### config.mk
export PLATFORM = sky130hd
export DESIGN_NAME = digit_collector
export DESIGN_NICKNAME = d
export VERILOG_FILES = /design/src/rtl/sudoku_pkg.sv /design/src/rtl/digit_collector.sv
export SDC_FILE = /design/constraint.sdc
export NUM_CORES = 1
export LEC_CHECK = 0
export BUFFER_PORTS_ARGS = -buffer_cell sky130_fd_sc_hd__buf_2
export CAP_MARGIN = 25
export CORE_ASPECT_RATIO = 1.5
export CORE_MARGIN = 10
export CORE_UTILIZATION = 55
export DETAILED_ROUTE_END_ITERATION = 8
export GPL_ROUTABILITY_DRIVEN = 0
export MAX_ROUTING_LAYER = met4
export PLACE_DENSITY = 0.89
export RECOVER_POWER = 25
export SLEW_MARGIN = 15
export SYNTH_ARGS = -nofsm -noshare
export SYNTH_HDL_FRONTEND = slang
export SYNTH_SLANG_ARGS = --single-unit
### constraint.sdc
create_clock -name clock -period 4.7 [get_ports clock]
set_input_delay 0.235 -clock clock [delete_from_list [all_inputs] [get_ports clock]]
set_output_delay 0.235 -clock clock [all_outputs]
set_load 0.02 [all_outputs]
### src/rtl/sudoku_pkg.sv
// Shared types for the sudoku entry path.
// Cell count, digit type and collector state encoding.
package sudoku_pkg;

  localparam int NUM_CELLS = 9;

  typedef logic [3:0] digit_t;

  typedef enum logic {
    FILL = 1'b0,
    FULL = 1'b1
  } collector_state_t;

endpackage

### src/rtl/digit_collector.sv
// Loads nine digits in arrival order and holds the full grid until acked.
// Optional DIGIT_DELETE_EN adds a digit_del port that backs out the last digit.
module digit_collector
  import sudoku_pkg::*;
(
  input  logic       clock,
  input  logic       reset_L,
  input  logic [3:0] digit_in,
  input  logic       digit_valid,
  output logic       digit_ready,
  input  logic       clear,
  input  logic       grid_ack,
`ifdef DIGIT_DELETE_EN
  input  logic       digit_del,
`endif
  output logic [3:0] num1,
  output logic [3:0] num2,
  output logic [3:0] num3,
  output logic [3:0] num4,
  output logic [3:0] num5,
  output logic [3:0] num6,
  output logic [3:0] num7,
  output logic [3:0] num8,
  output logic [3:0] num9,
  output logic [3:0] count,
  output logic       grid_full
);

  collector_state_t state_q, state_d;
  logic [3:0]       count_q, count_d;
  digit_t           cells_q [NUM_CELLS];
  digit_t           cells_d [NUM_CELLS];
  logic             del;
  logic             accept;

`ifdef DIGIT_DELETE_EN
  assign del = digit_del;
`else
  assign del = 1'b0;
`endif

  assign digit_ready = (state_q == FILL) && !del;
  assign grid_full   = (state_q == FULL);
  assign accept      = digit_valid && digit_ready;

  always_comb begin
    state_d = state_q;
    count_d = count_q;
    cells_d = cells_q;
    if (clear) begin
      state_d = FILL;
      count_d = 4'd0;
      for (int i = 0; i < NUM_CELLS; i++) cells_d[i] = '0;
    end else if (state_q == FULL) begin
      if (grid_ack) begin
        state_d = FILL;
        count_d = 4'd0;
        for (int i = 0; i < NUM_CELLS; i++) cells_d[i] = '0;
      end
    end else if (del) begin
      if (count_q != 4'd0) begin
        for (int i = 0; i < NUM_CELLS; i++)
          if (4'(i) == count_q - 4'd1) cells_d[i] = '0;
        count_d = count_q - 4'd1;
      end
    end else if (accept) begin
      // count_q is at most NUM_CELLS-1 while filling
      for (int i = 0; i < NUM_CELLS; i++)
        if (4'(i) == count_q) cells_d[i] = digit_in;
      count_d = count_q + 4'd1;
      if (count_q == 4'(NUM_CELLS - 1)) state_d = FULL;
    end
  end

  always_ff @(posedge clock or negedge reset_L) begin
    if (!reset_L) begin
      state_q <= FILL;
      count_q <= 4'd0;
      for (int i = 0; i < NUM_CELLS; i++) cells_q[i] <= '0;
    end else begin
      state_q <= state_d;
      count_q <= count_d;
      cells_q <= cells_d;
    end
  end

  assign count = count_q;
  assign num1  = cells_q[0];
  assign num2  = cells_q[1];
  assign num3  = cells_q[2];
  assign num4  = cells_q[3];
  assign num5  = cells_q[4];
  assign num6  = cells_q[5];
  assign num7  = cells_q[6];
  assign num8  = cells_q[7];
  assign num9  = cells_q[8];

endmodule

# Yosys cells after proc, flatten, opt, wreduce, memory -nomap -nowiden

Cells that the tools add are included.

Register bits after elaboration: 41
Input port bits: 9
Output and inout bits: 42
Logic and storage cells: 67

Add/sub/neg operators: 1
Equality and inequality tests: 10
Multiplexer cells: 22
Bitwise gates (word level): 1
Reductions and logical operators: 22

Operators with widths:

| kind                                                           | number |
|---|---|
| 36-bit two-way mux                                             | 4 |
| 4-bit two-way mux                                              | 13 |
| 3-bit nonzero test                                             | 10 |
| 3-bit AND reduction                                            | 9 |
| 3-bit by 4-bit == test with 1-bit output, first input constant | 4 |
| 2-bit by 4-bit == test with 1-bit output, first input constant | 2 |
| 1-bit two-way mux                                              | 5 |
| 4-bit by 1-bit adder with 4-bit output, second input constant  | 1 |
| 1-bit by 4-bit == test with 1-bit output, first input constant | 1 |
| 4-bit == test, first input constant                            | 1 |
| 4-bit == test, second input constant                           | 1 |
| 4-bit logical NOT                                              | 1 |
| 3-bit inequality test, second input constant                   | 1 |
| 2-bit AND reduction                                            | 1 |
| 1-bit logical AND                                              | 1 |
| 1-bit NOT                                                      | 1 |

# Depth between registers and ports, before layout

Depth in word-level cells: 5
Depth in mapped cells: 5
Gate-level depth less buffers: 5

# Worst setup path before layout

Ideal clock, no wire load.

Kind: reg2reg
From: reg count_q[0] (netlist: count[0])
To: reg cells_q (netlist bit num1[0])
Setup time: 67 ps
Data arrival time: 1605 ps
Data required time: 4633 ps
Setup slack: 3027 ps
Stages on the path, launching flop included: 6
Buffers on the path: 0
Period minus slack after synthesis: 1673 ps
Cell sequence: dfrtp_1 inv_1 ha_1 nor3b_2 o32ai_1 a22o_1

Longest elaborated chain between the ends: 3

RTL lines:

| item                                 | RTL line              | text |
|---|---|---|
| start, declared                      | digit_collector.sv:30 | `logic [3:0] count_q, count_d;` |
| start signal, assigned               | digit_collector.sv:82 | `count_q <= count_d;` |
| 4-bit logical NOT                    | digit_collector.sv:69 | `if (4'(i) == count_q) cells_d[i] = digit_in;` |
| 3-bit nonzero test (no source line)  | n/a                   |  |
| 3-bit AND reduction (no source line) | n/a                   |  |
| end signal, assigned                 | digit_collector.sv:83 | `cells_q <= cells_d;` |
| end, declared                        | digit_collector.sv:31 | `digit_t cells_q [NUM_CELLS];` |

No other way between the ends.
A chain may end at the register's enable or synchronous reset.

# Final worst setup path

From: reg count_q[2] (netlist: count[2])
To: reg cells_q (netlist bit num4[1])

Longest elaborated chain between the ends: 3

RTL lines:

| item                                     | RTL line |
|---|---|
| 2-bit by 4-bit == test with 1-bit output | digit_collector.sv:69 |
| 3-bit nonzero test (no source line)      | n/a |
| 3-bit AND reduction (no source line)     | n/a |

No other way between the ends.

==> impl_metrics.ini <==
[cells_and_area]
seq_area_mm2 = 0.00103
nets = 217
antenna-diode-count = 0
fillers = 261
final_cells = 245
multi_input_area_um2 = 732
area_delta_synth_final_pct = 15.8
drive_gt1_frac = 0.293

[global_routing]
grt_usage = 0.163
grt_pass1_wl_mm = 7.68
antenna_found_initial = 0
grt_pass1_vias = 1580
overflow = 0
grt_max_degree = 42

[clock_network]
clk_latency_ps = 290
path_clk_slew_ps = 70
cts_buffers = 5
post-cts-setup-buffers = 0
ctsResizeCount = 0
cts.path.max_buffers = 2
root_buffer = clkbuf_8
postCtsHoldBufs = 0
cts_tree = built
htreeDepth = 2
cts.sinks = 41

[sta]
fin_skew_ps = 2.87
max_freq_mhz = 504
hold_violations = 0
relSlewSlack = -0.406
min_period_over_period = 0.422
rsz0062_at_grt = no
fin_ws_ps = 2720
fin_setup_tns_ps = 0
tightest_slew_ps = 2110
final_max_slew_viol_count = 42
setup_viol = 0
period_minus_slack_ps = 1980

[outcome]
violations = max-capacitance violations, max-slew violations
status = complete, but fails checks

[place]
placedCellCount = 237
portBuffers = 50
hpwl_mm = 3.49
place_ws_ps = 2770

[yosys]
synth.top_cells.by_count = 41 x dfrtp_1, 12 x a22o_1, 12 x a32o_1, 11 x nand2_1, 10 x nand3_1
syn_area_mm2 = 0.00187
postSynthAreaPerCell_um2 = 11.6
synthSimpleGateAreaFrac = 0.126
async_flop_share = 1.00
yosysMostFrequentCell = dfrtp_1
synth_compound_area_frac = 0.229
ys_warn_count = 0
netlist_top_cells_area = dfrtp_1 55%, a32o_1 6.4%, a22o_1 5.6%
synth-xor-area-share = 0.00936
yosysSeqAreaShare = 0.548
synth_fa_ha_area_frac = 0.0268
syn-num-nets = 174
yosys.cell_types.count = 33
yosysTopAreaCellShare = 0.548
synth-seq-cells = 41
syn_inst = 161
synth_edf_count = 0
synth_top_family_by_area = compound AO/OA/AOI/OAI gates
synth_ff_type = dfrtp_1
muxShareOfSynthArea = 0
yosysTopAreaCell = dfrtp_1

[drt]
post_drt_wl_per_cell_um = 19.1
drt_wl_total_mm = 4.68
route.detailed.drc = 0
drt_first_pass_iters = 4
postRouteAntennaNets = 0
vias_per_cell = 6.00
vias = 1469
first_iter_violations = 99

[pwr]
pwr-share-seq = 0.558
powerDensity_mw_per_mm2 = 304
clockPowerShare = 0.331
p_int_uw = 485
p_comb_frac = 0.112
switchingPower_uw = 172
power_uw = 657
peakVddDrop_mv = 0.265
sw_frac_of_total = 0.262
leakage_nw = 1.11

[floorplanning]
initial_utilization = 0.581
row_count = 25
die_area_mm2 = 0.00618
die_x_um = 67.6
die_h_um = 91.4
core-area_mm2 = 0.00322
io_pins = 51

[worst_setup_path]
worstSetupStartpointType = flip-flop
path_max_fanout = 16
worstPathArrival_ps = 2160
worstSetupPathType = reg2reg
rrSetupSlack_ps = 2720
reg2reg_depth = 3
cp-end-kind = flip-flop
cp.required_ps = 4880

[job]
maxCapViolCount = 1

[worst_hold_path]
holdCritPathClass = in2reg
hold_depth = 2
-- worst paths after layout --
| kind | start | endpoint |
|---|---|---|
| max | count[2] | num4[1] |
| min | clear | count[1] |
| max reg2reg | count[2] | num4[1] |
| min reg2reg | num4[2] | num4[2] |
| max in group asynchronous | reset_L | grid_full |
| min in group asynchronous | reset_L | num6[1] |
-- cell usage in the layout, fill, tap and decap left out --
cell type / instances
buf_2: 49
dfrtp_1: 41
a32o_1: 12
a22o_1: 12
nand2_1: 11
nand3_1: 10
o2bb2ai_1: 8
inv_1: 7
a21oi_1: 6
nor2_1: 5
clkbuf_8: 5
o311ai_0: 4
ha_1: 4
nor2b_1: 3
a31oi_1: 3
and3b_1: 3
and3_1: 2
nand2b_1: 2
xor2_1: 2
o21ai_0: 2
clkinv_2: 2
clkbuf_1: 2
nand4b_1: 1
o21ba_2: 1
and3_4: 1
a21o_1: 1
a31oi_2: 1
and4b_1: 1
nand3b_1: 1
nor3b_2: 1
o32ai_1: 1
or3_1: 1
-- per-stage QoR --
stage                     hold slack, ps   util  cell area (um^2)
after floorplan                    -60.6      -              1870
after global placement               393  0.647              2080
after detailed placement             397  0.647              2080
after CTS                           87.3  0.673              2170
after global routing                 192  0.672              2170
final                                185  0.672              2170
-- sequential cells by signal, indices dropped and copies added (netlist names) --
register,flops
count,4
num1,4
num2,4
num3,4
num4,4
num5,4
num6,4
num7,4
num8,4
num9,4
grid_full,1
-- power by group through the flow --
stage / registers [mW] / clock network, mW / logic, mW
5_1_grt: 0.368 / 0.236 / 0.0818
3_5_place_dp: 0.374 / 0 / 0.0739
4_1_cts: 0.367 / 0.222 / 0.0743
3_3_place_gp: 0.373 / 0 / 0.0723
6_report: 0.367 / 0.217 / 0.0734
2_1_floorplan: 0.382 / 0 / 0.0383
-- cell type report --
| type | instances | share of cell area |
|---|---|---|
| flip-flops and latches | 41 | 0.474 |
| multi-input cells | 99 | 0.338 |
| inverters | 7 | 0.0121 |
| clock inverters | 2 | 0.00462 |
| clock buffers | 6 | 0.0335 |
| well taps | 40 | 0.0231 |
| repair buffers | 50 | 0.115 |
-- metal layers --
| layer | GRT usage | wire (um) |
|---|---|---|
| met4 | 0.0619 | 57 |
| met5 | - | 0 |
| met1 | 0.179 | 1880 |
| met2 | 0.269 | 2480 |
| met3 | 0.0418 | 268 |
-- logic make-up after synthesis --
logic type / count (synthesis)
AND/OR/NAND/NOR: 42
flip-flops: 41
AO/OA/AOI/OAI: 51
adder cells (fa/ha/maj): 4
buffers and inverters: 21
XOR/XNOR: 2
-- critical path: stages (launching register included) --
cell     delay, ps
dfrtp_1        490
nor2_1         780
a31oi_1        320
a32o_1         280
Power figures use the tool's default switching activity.
